==> config.mk <==
export PLATFORM = sky130hd
export DESIGN_NAME = muldiv
export DESIGN_NICKNAME = d
export VERILOG_FILES = /design/src/rtl/muldiv.sv
export SDC_FILE = /design/constraint.sdc
export NUM_CORES = 1
export LEC_CHECK = 0
export ABC_AREA = 1
export CORE_MARGIN = 2
export CORE_UTILIZATION = 40
export DETAILED_ROUTE_END_ITERATION = 8
export GPL_TIMING_DRIVEN = 1
export PLACE_DENSITY = 0.62
export SETUP_SLACK_MARGIN = 0.3
export SLEW_MARGIN = 20
export SYNTH_ARGS = -nofsm -noshare
export SYNTH_HDL_FRONTEND = slang
export SYNTH_SLANG_ARGS = --single-unit
export TNS_END_PERCENT = 100
==> constraint.sdc <==
create_clock -name clk -period 3.5 [get_ports clk]
set_input_delay 0.525 -clock clk [delete_from_list [all_inputs] [get_ports clk]]
set_output_delay 0.525 -clock clk [all_outputs]
set_load 0.01 [all_outputs]
==> src/rtl/muldiv.sv <==
// Iterative 32x32 multiply/divide unit with HI/LO registers.
// One radix-2 step per cycle; results appear on hi/lo only when the operation completes.
module muldiv (
  input  logic        clk,
  input  logic        rst,
  input  logic        start,
  input  logic [1:0]  op,
  input  logic [31:0] a,
  input  logic [31:0] b,
  input  logic        we_hi,
  input  logic        we_lo,
  input  logic [31:0] wdata,
  output logic        busy,
  output logic        done,
  output logic [31:0] hi,
  output logic [31:0] lo
);

  localparam logic [1:0] IDLE = 2'd0;
  localparam logic [1:0] RUN  = 2'd1;
  localparam logic [1:0] FIX  = 2'd2;

  logic [1:0]  state;
  logic [4:0]  count;
  logic        isDiv;
  logic        negA;
  logic        negB;
  logic [31:0] rawA;
  logic [31:0] magB;
  logic [63:0] acc;

  logic        opSigned;
  logic [31:0] absA;
  logic [31:0] absB;
  logic [32:0] mulSum;
  logic [63:0] mulNext;
  logic [32:0] divShift;
  logic        divFits;
  logic [31:0] divRem;
  logic [63:0] divNext;
  logic [31:0] fixHi;
  logic [31:0] fixLo;

  // Operand conditioning: signed ops work on magnitudes, sign restored in FIX.
  always_comb begin
    opSigned = ~op[0];
    absA     = (opSigned && a[31]) ? (~a + 32'd1) : a;
    absB     = (opSigned && b[31]) ? (~b + 32'd1) : b;
  end

  // acc holds {partial product, multiplier} or {remainder, dividend/quotient}.
  always_comb begin
    mulSum   = {1'b0, acc[63:32]} + (acc[0] ? {1'b0, magB} : 33'd0);
    mulNext  = {mulSum, acc[31:1]};
    divShift = {acc[63:32], acc[31]};
    divFits  = (divShift >= {1'b0, magB});
    divRem   = divFits ? 32'(divShift - {1'b0, magB}) : divShift[31:0];
    divNext  = {divRem, acc[30:0], divFits};
  end

  // Sign correction; a zero divisor bypasses it and returns the raw dividend.
  always_comb begin
    fixHi = acc[63:32];
    fixLo = acc[31:0];
    if (isDiv) begin
      if (magB == 32'd0) begin
        fixHi = rawA;
        fixLo = 32'hFFFF_FFFF;
      end else begin
        fixHi = negA ? (~acc[63:32] + 32'd1) : acc[63:32];
        fixLo = (negA ^ negB) ? (~acc[31:0] + 32'd1) : acc[31:0];
      end
    end else if (negA ^ negB) begin
      {fixHi, fixLo} = ~acc + 64'd1;
    end
  end

  always_ff @(posedge clk) begin
    if (rst) begin
      state <= IDLE;
      busy  <= 1'b0;
      done  <= 1'b0;
      hi    <= 32'd0;
      lo    <= 32'd0;
      count <= 5'd0;
      isDiv <= 1'b0;
      negA  <= 1'b0;
      negB  <= 1'b0;
      rawA  <= 32'd0;
      magB  <= 32'd0;
      acc   <= 64'd0;
    end else begin
      done <= 1'b0;
      case (state)
        IDLE: begin
          if (start) begin
            state <= RUN;
            busy  <= 1'b1;
            count <= 5'd0;
            isDiv <= op[1];
            negA  <= opSigned & a[31];
            negB  <= opSigned & b[31];
            rawA  <= a;
            magB  <= absB;
            acc   <= {32'd0, absA};
          end else begin
            if (we_hi) hi <= wdata;
            if (we_lo) lo <= wdata;
          end
        end
        RUN: begin
          acc   <= isDiv ? divNext : mulNext;
          count <= count + 5'd1;
          if (count == 5'd31) state <= FIX;
        end
        FIX: begin
          hi    <= fixHi;
          lo    <= fixLo;
          done  <= 1'b1;
          busy  <= 1'b0;
          state <= IDLE;
        end
        default: begin
          state <= IDLE;
          busy  <= 1'b0;
        end
      endcase
    end
  end

endmodule

# Word-level counts from Yosys, hierarchy flattened
# Index checks and enable logic that the tools add are counted.
op_classes:
  n_reduce_logical: 12
  add_sub_neg: 8
  mux: 29
  magnitude_cmp: 1
  bitwise: 10
  n_eq_ne: 8
ops:
  columns: ["operator", "n"]
  rows:
  - ["$mux 32", 16]
  - ["$add 32x1->32 const B", 4]
  - ["$mux 64", 2]
  - ["$not 32->32", 4]
  - ["$pmux 32 s2", 2]
  - ["$pmux 64 s2", 1]
  - ["$add 64x1->64 const B", 1]
  - ["$not 64->64", 1]
  - ["$add 32x32->33", 1]
  - ["$ge 33x32->1", 1]
  - ["$logic_not 32->1", 1]
  - ["$sub 32x32->32", 1]
  - ["$ne 2x2->1 const B", 5]
  - ["$pmux 5 s2", 1]
  - ["$reduce_and 2->1", 4]
  - ["$reduce_and 3->1", 2]
  - ["$add 5x1->5 const B", 1]
  - ["$eq 5x5->1 const B", 1]
  - ["$mux 5", 1]
  - ["$mux 2", 2]
  - ["$pmux 2 s2", 1]
  - ["$reduce_bool 2->1", 2]
  - ["$and 1x1->1", 2]
  - ["$eq 2x1->1 const B", 1]
  - ["other kinds (7)", 10]
totals:
  word_cells: 80
  output_inout_bits: 66
  reg_bits: 204

# Logic depth before layout (Yosys ltp)
depth:
  depth_word: 6
  depth_mapped: 20
  ltp_nobuf: 18

# Worst setup path after synthesis
# OpenSTA, ideal clock, no wires.
synth_path:
  path_type: "register to register"
  start: "reg acc[0]"
  end: "reg acc[47]"
  slack_ps: 1037
  period_less_slack_ps: 2463
  stages_incl_launch_ff: 20
  n_path_buf: 2
  arrival_time_ps: 2330
  cell_sequence: "dfxtp_1 -> buf_6 -> clkbuf_1 -> nand2_1 -> inv_1 -> ha_1 -> inv_1 -> fa_1 -> inv_1 -> nand3_1 -> nand3_1 -> nand3_1 -> a21oi_1 -> nor2_1 -> nand2_1 -> nand3_1 -> nand2_1 -> inv_1 -> nand2_1 -> a21oi_1"
synth_between:
  elab_chain_cells: 4
synth_lines:
  columns: ["element", "line", "rtl"]
  rows:
  - ["from (decl)", "30", "logic [63:0] acc;"]
  - ["from (signal assigned)", "105", "acc <= {32'd0, absA};"]
  - ["from (signal assigned)", "112", "acc <= isDiv ? divNext : mulNext;"]
  - ["$mux 32", "53", "mulSum = {1'b0, acc[63:32]} + (acc[0] ? {1'b0, magB} : 33'd0);"]
  - ["$add 32x32->33", "53", null]
  - ["$mux 64", "112", null]
  - ["$pmux 64 s2", "94", "case (state)"]
# Every way passes these cells.
# A chain may end at the register's enable or synchronous reset.

# Final worst setup path
layout_path:
  start: "reg acc[0]"
  end: "reg acc[49]"
# Same word-level chain as after synthesis.

==> results.toml <==
[synthesis]
yosysWarnings = 0
synth_mux_area_frac = 0
synth_top_family_by_area = "simple AND/OR/NAND/NOR gates"
synth_edf_count = 0
synth_area_mm2 = 0.0193
synthCells = 3441
synth_compound_area_frac = 0.186
synthSimpleGateAreaFrac = 0.395
ys_ff_latch = 204
synth.distinct_cells = 51
synth_nets = 3616
async_flop_share = 0
yosys.area.top_type = "dfxtp_1"
synth_xor_area_frac = 0.0354
synthAdderAreaFrac = 0.0474
ys_seq_area_frac = 0.211
synth_ff_type = "dfxtp_1"
avgSynthCellArea_um2 = 5.61
synthTopCellsByArea = "dfxtp_1 21%, nand2_1 18%, inv_1 8.9%"
synth_top_cell_area_share = 0.211

[sta]
period_needed_ps = 3020
finClkSkew_ps = 38.7
fin_ws_ps = 484
report.final.hold_viol_count = 0
slew_viol_final = 0
fmax_mhz = 332
fin_crit_sh = 0.862
rsz0062_at_grt = "false"
finalSetupTns_ps = 0
setup_viol = 0
max-slew-margin-rel = 0.238
tightest_slew_ps = 1140

[cts]
cts_max_level = 1
clk_transition_reported_paths_ps = 60
root_buffer = "clkbuf_16"
ctsResizeCount = 0
clock-sinks = 204
numCtsBuffers = 27
holdBufCountCts = 0
clkLatencyLatePin_ps = 600
cts.path.max_buffers = 3
cts_tree = "yes"
post_cts.repair.setup_buffers = 0

[pwr]
total_power_mw = 9.14
cellPowerDensity_mw_per_mm2 = 403
leakage_nw = 11.0
vdd_drop_max_v = 0.000376

[place]
dpl.hpwl_um = 65300
dp.cells = 4152
postPlaceCellArea_mm2 = 0.0217
port_buffers = 168
gp_congestion = 1.06
dp_slack_ps = 603

[finish]
drive_gt1_frac = 0.0594
nets = 3741
insertedDiodeCount = 0
area_growth_pct = 17.4
final_cells = 4202
design_area_mm2 = 0.0227

[outcome]
outcome = "completed"

[drt]
viasPerCell = 5.45
drtAntennaViolNets = 0
drt_iter0_drc = 2703
route.detailed.drc = 0
first_pass_iters = 6
routed_wl_um = 82500
wl_per_cell_um = 19.6
vias = 22900

[grt]
grt_pass1_vias = 20400
grt_pass1_wl_um = 123000
track_usage = 0.319
antenna_found_initial = 1
grt_max_degree = 100
overflow = 0

[critical_path]
path_max_fanout = 31
cp-start-kind = "flop"
crit_type = "reg2reg"
worst_setup_path_end_kind = "flop"
arrival_ps = 3510
reg2reg_slack_ps = 480
required_ps = 3990

[die]
die_x_um = 224
io_pins = 169
row_count = 80
start_util = 0.405
dieHeight_um = 224
core_area_mm2 = 0.0477
die-area_mm2 = 0.0501

[run]
drv_cap = 0

[min_path]
hold_class = "reg2reg"
## synth_stat cells (2+ instances only)
| library cell | instances |
|---|---|
| a211oi_1 | 2 |
| a21boi_0 | 5 |
| a21o_1 | 3 |
| a21oi_1 | 328 |
| a21oi_2 | 3 |
| a221oi_1 | 2 |
| a22oi_1 | 13 |
| a31oi_1 | 16 |
| and2_1 | 4 |
| buf_1 | 9 |
| buf_2 | 29 |
| buf_4 | 3 |
| buf_6 | 7 |
| clkbuf_1 | 94 |
| dfxtp_1 | 204 |
| fa_1 | 2 |
| ha_1 | 70 |
| inv_1 | 456 |
| inv_2 | 16 |
| nand2_1 | 934 |
| nand2_2 | 17 |
| nand2_4 | 2 |
| nand3_1 | 325 |
| nand3_2 | 6 |
| nand3b_1 | 15 |
| nand4_1 | 38 |
| nor2_1 | 372 |
| nor2_2 | 16 |
| nor2_4 | 12 |
| nor3_1 | 27 |
| nor3_2 | 4 |
| nor4_1 | 4 |
| o211ai_1 | 7 |
| o21ai_0 | 273 |
| o21ai_1 | 10 |
| o21bai_1 | 12 |
| o22ai_1 | 2 |
| o31ai_1 | 3 |
| or2_2 | 8 |
| xnor2_1 | 5 |
| xor2_1 | 73 |
## worst paths after layout
path                         start  cells after the start                    end
max reg2reg    acc[0]$_SDFFE_PP0P_                     16   acc[49]$_SDFFE_PP0P_
min          count[3]$_SDFFE_PP0P_                      2  count[3]$_SDFFE_PP0P_
min reg2reg  count[3]$_SDFFE_PP0P_                      2  count[3]$_SDFFE_PP0P_
max            acc[0]$_SDFFE_PP0P_                     16   acc[49]$_SDFFE_PP0P_
## state kept, by name, indices dropped and copies added, names as in the netlist
name,cells
negB,1
acc,64
isDiv,1
lo,32
magB,32
rawA,32
hi,32
negA,1
state,2
count,5
busy,1
done,1
## worst max-delay path: stages (launching register included)
cell and delay, ps:
dfxtp_1 530, buf_6 320, nand2_1 110, inv_1 150, ha_1 240, nand2_1 140, nor2_1 370, nand2_1 170
inv_1 110, nand4_1 200, nand3_1 160, nand2_1 50, nand3_1 60, nand2_1 50, inv_1 60, nand2_1 50
a21oi_1 140
## layout by cell type, fill, tap and decap left out, types with 6 or more instances in the layout
master	count
o21bai_1	12
buf_4	66
a31oi_1	16
o21ai_1	10
nor3_1	27
nand2_1	934
clkinvlp_4	6
o211ai_1	7
nor2_2	15
dfxtp_1	203
or2_2	8
clkbuf_16	27
inv_2	17
a22oi_1	13
ha_1	70
nor2_4	16
nor2_1	369
a21oi_1	328
inv_1	454
nand3_1	325
xor2_1	73
nand3b_1	15
nand3_2	6
clkbuf_8	7
nand4_1	38
clkdlybuf4s50_1	167
nand2_2	17
o21ai_0	273
## metal layers
layer | routed length (um) | vias to the layer above | track usage | part of all wire
met5 | 13 | - | 0 | 0.00016
met4 | 2590 | 2 | 0.0963 | 0.031
met3 | 10100 | 132 | 0.0958 | 0.12
met2 | 32500 | 1093 | 0.450 | 0.39
met1 | 37400 | 10300 | 0.462 | 0.45
li1 | - | 11300 | - | -
## metrics by stage
| step | util | hold WS (ps) |
|---|---|---|
| 2_1_floorplan | - | 444 |
| 3_3_place_gp | 0.455 | 460 |
| 3_5_place_dp | 0.455 | 459 |
| 4_1_cts | 0.475 | 468 |
| 5_1_grt | 0.475 | 483 |
| 6_report | 0.475 | 465 |
## logic make-up after synthesis
group | after synthesis
xor gates and xnor gates | 78
buffers and inverters | 616
AOI/OAI and AO/OA | 683
adders and majority gates | 72
DFF | 204
and+or+nand+nor | 1788
## where the power goes
part	switching, mW	total (mW)	internal (mW)
Clock	1.23	2.95	1.73
Combinational	2.33	3.45	1.12
Sequential	0.223	2.74	2.52
Total	3.78	9.14	5.36
## cell type report
| class | count | area (um2) |
|---|---|---|
| fillers | 5197 | 25100 |
| multi-input cells | 2621 | 12800 |
| flip-flops and latches | 204 | 4090 |
| repair buffers | 239 | 2260 |
| inverters | 473 | 1780 |
| clock buffers | 37 | 783 |
| well taps | 615 | 769 |
| clock inverters | 13 | 153 |
Note: power is estimated with default switching activity, not from simulation.
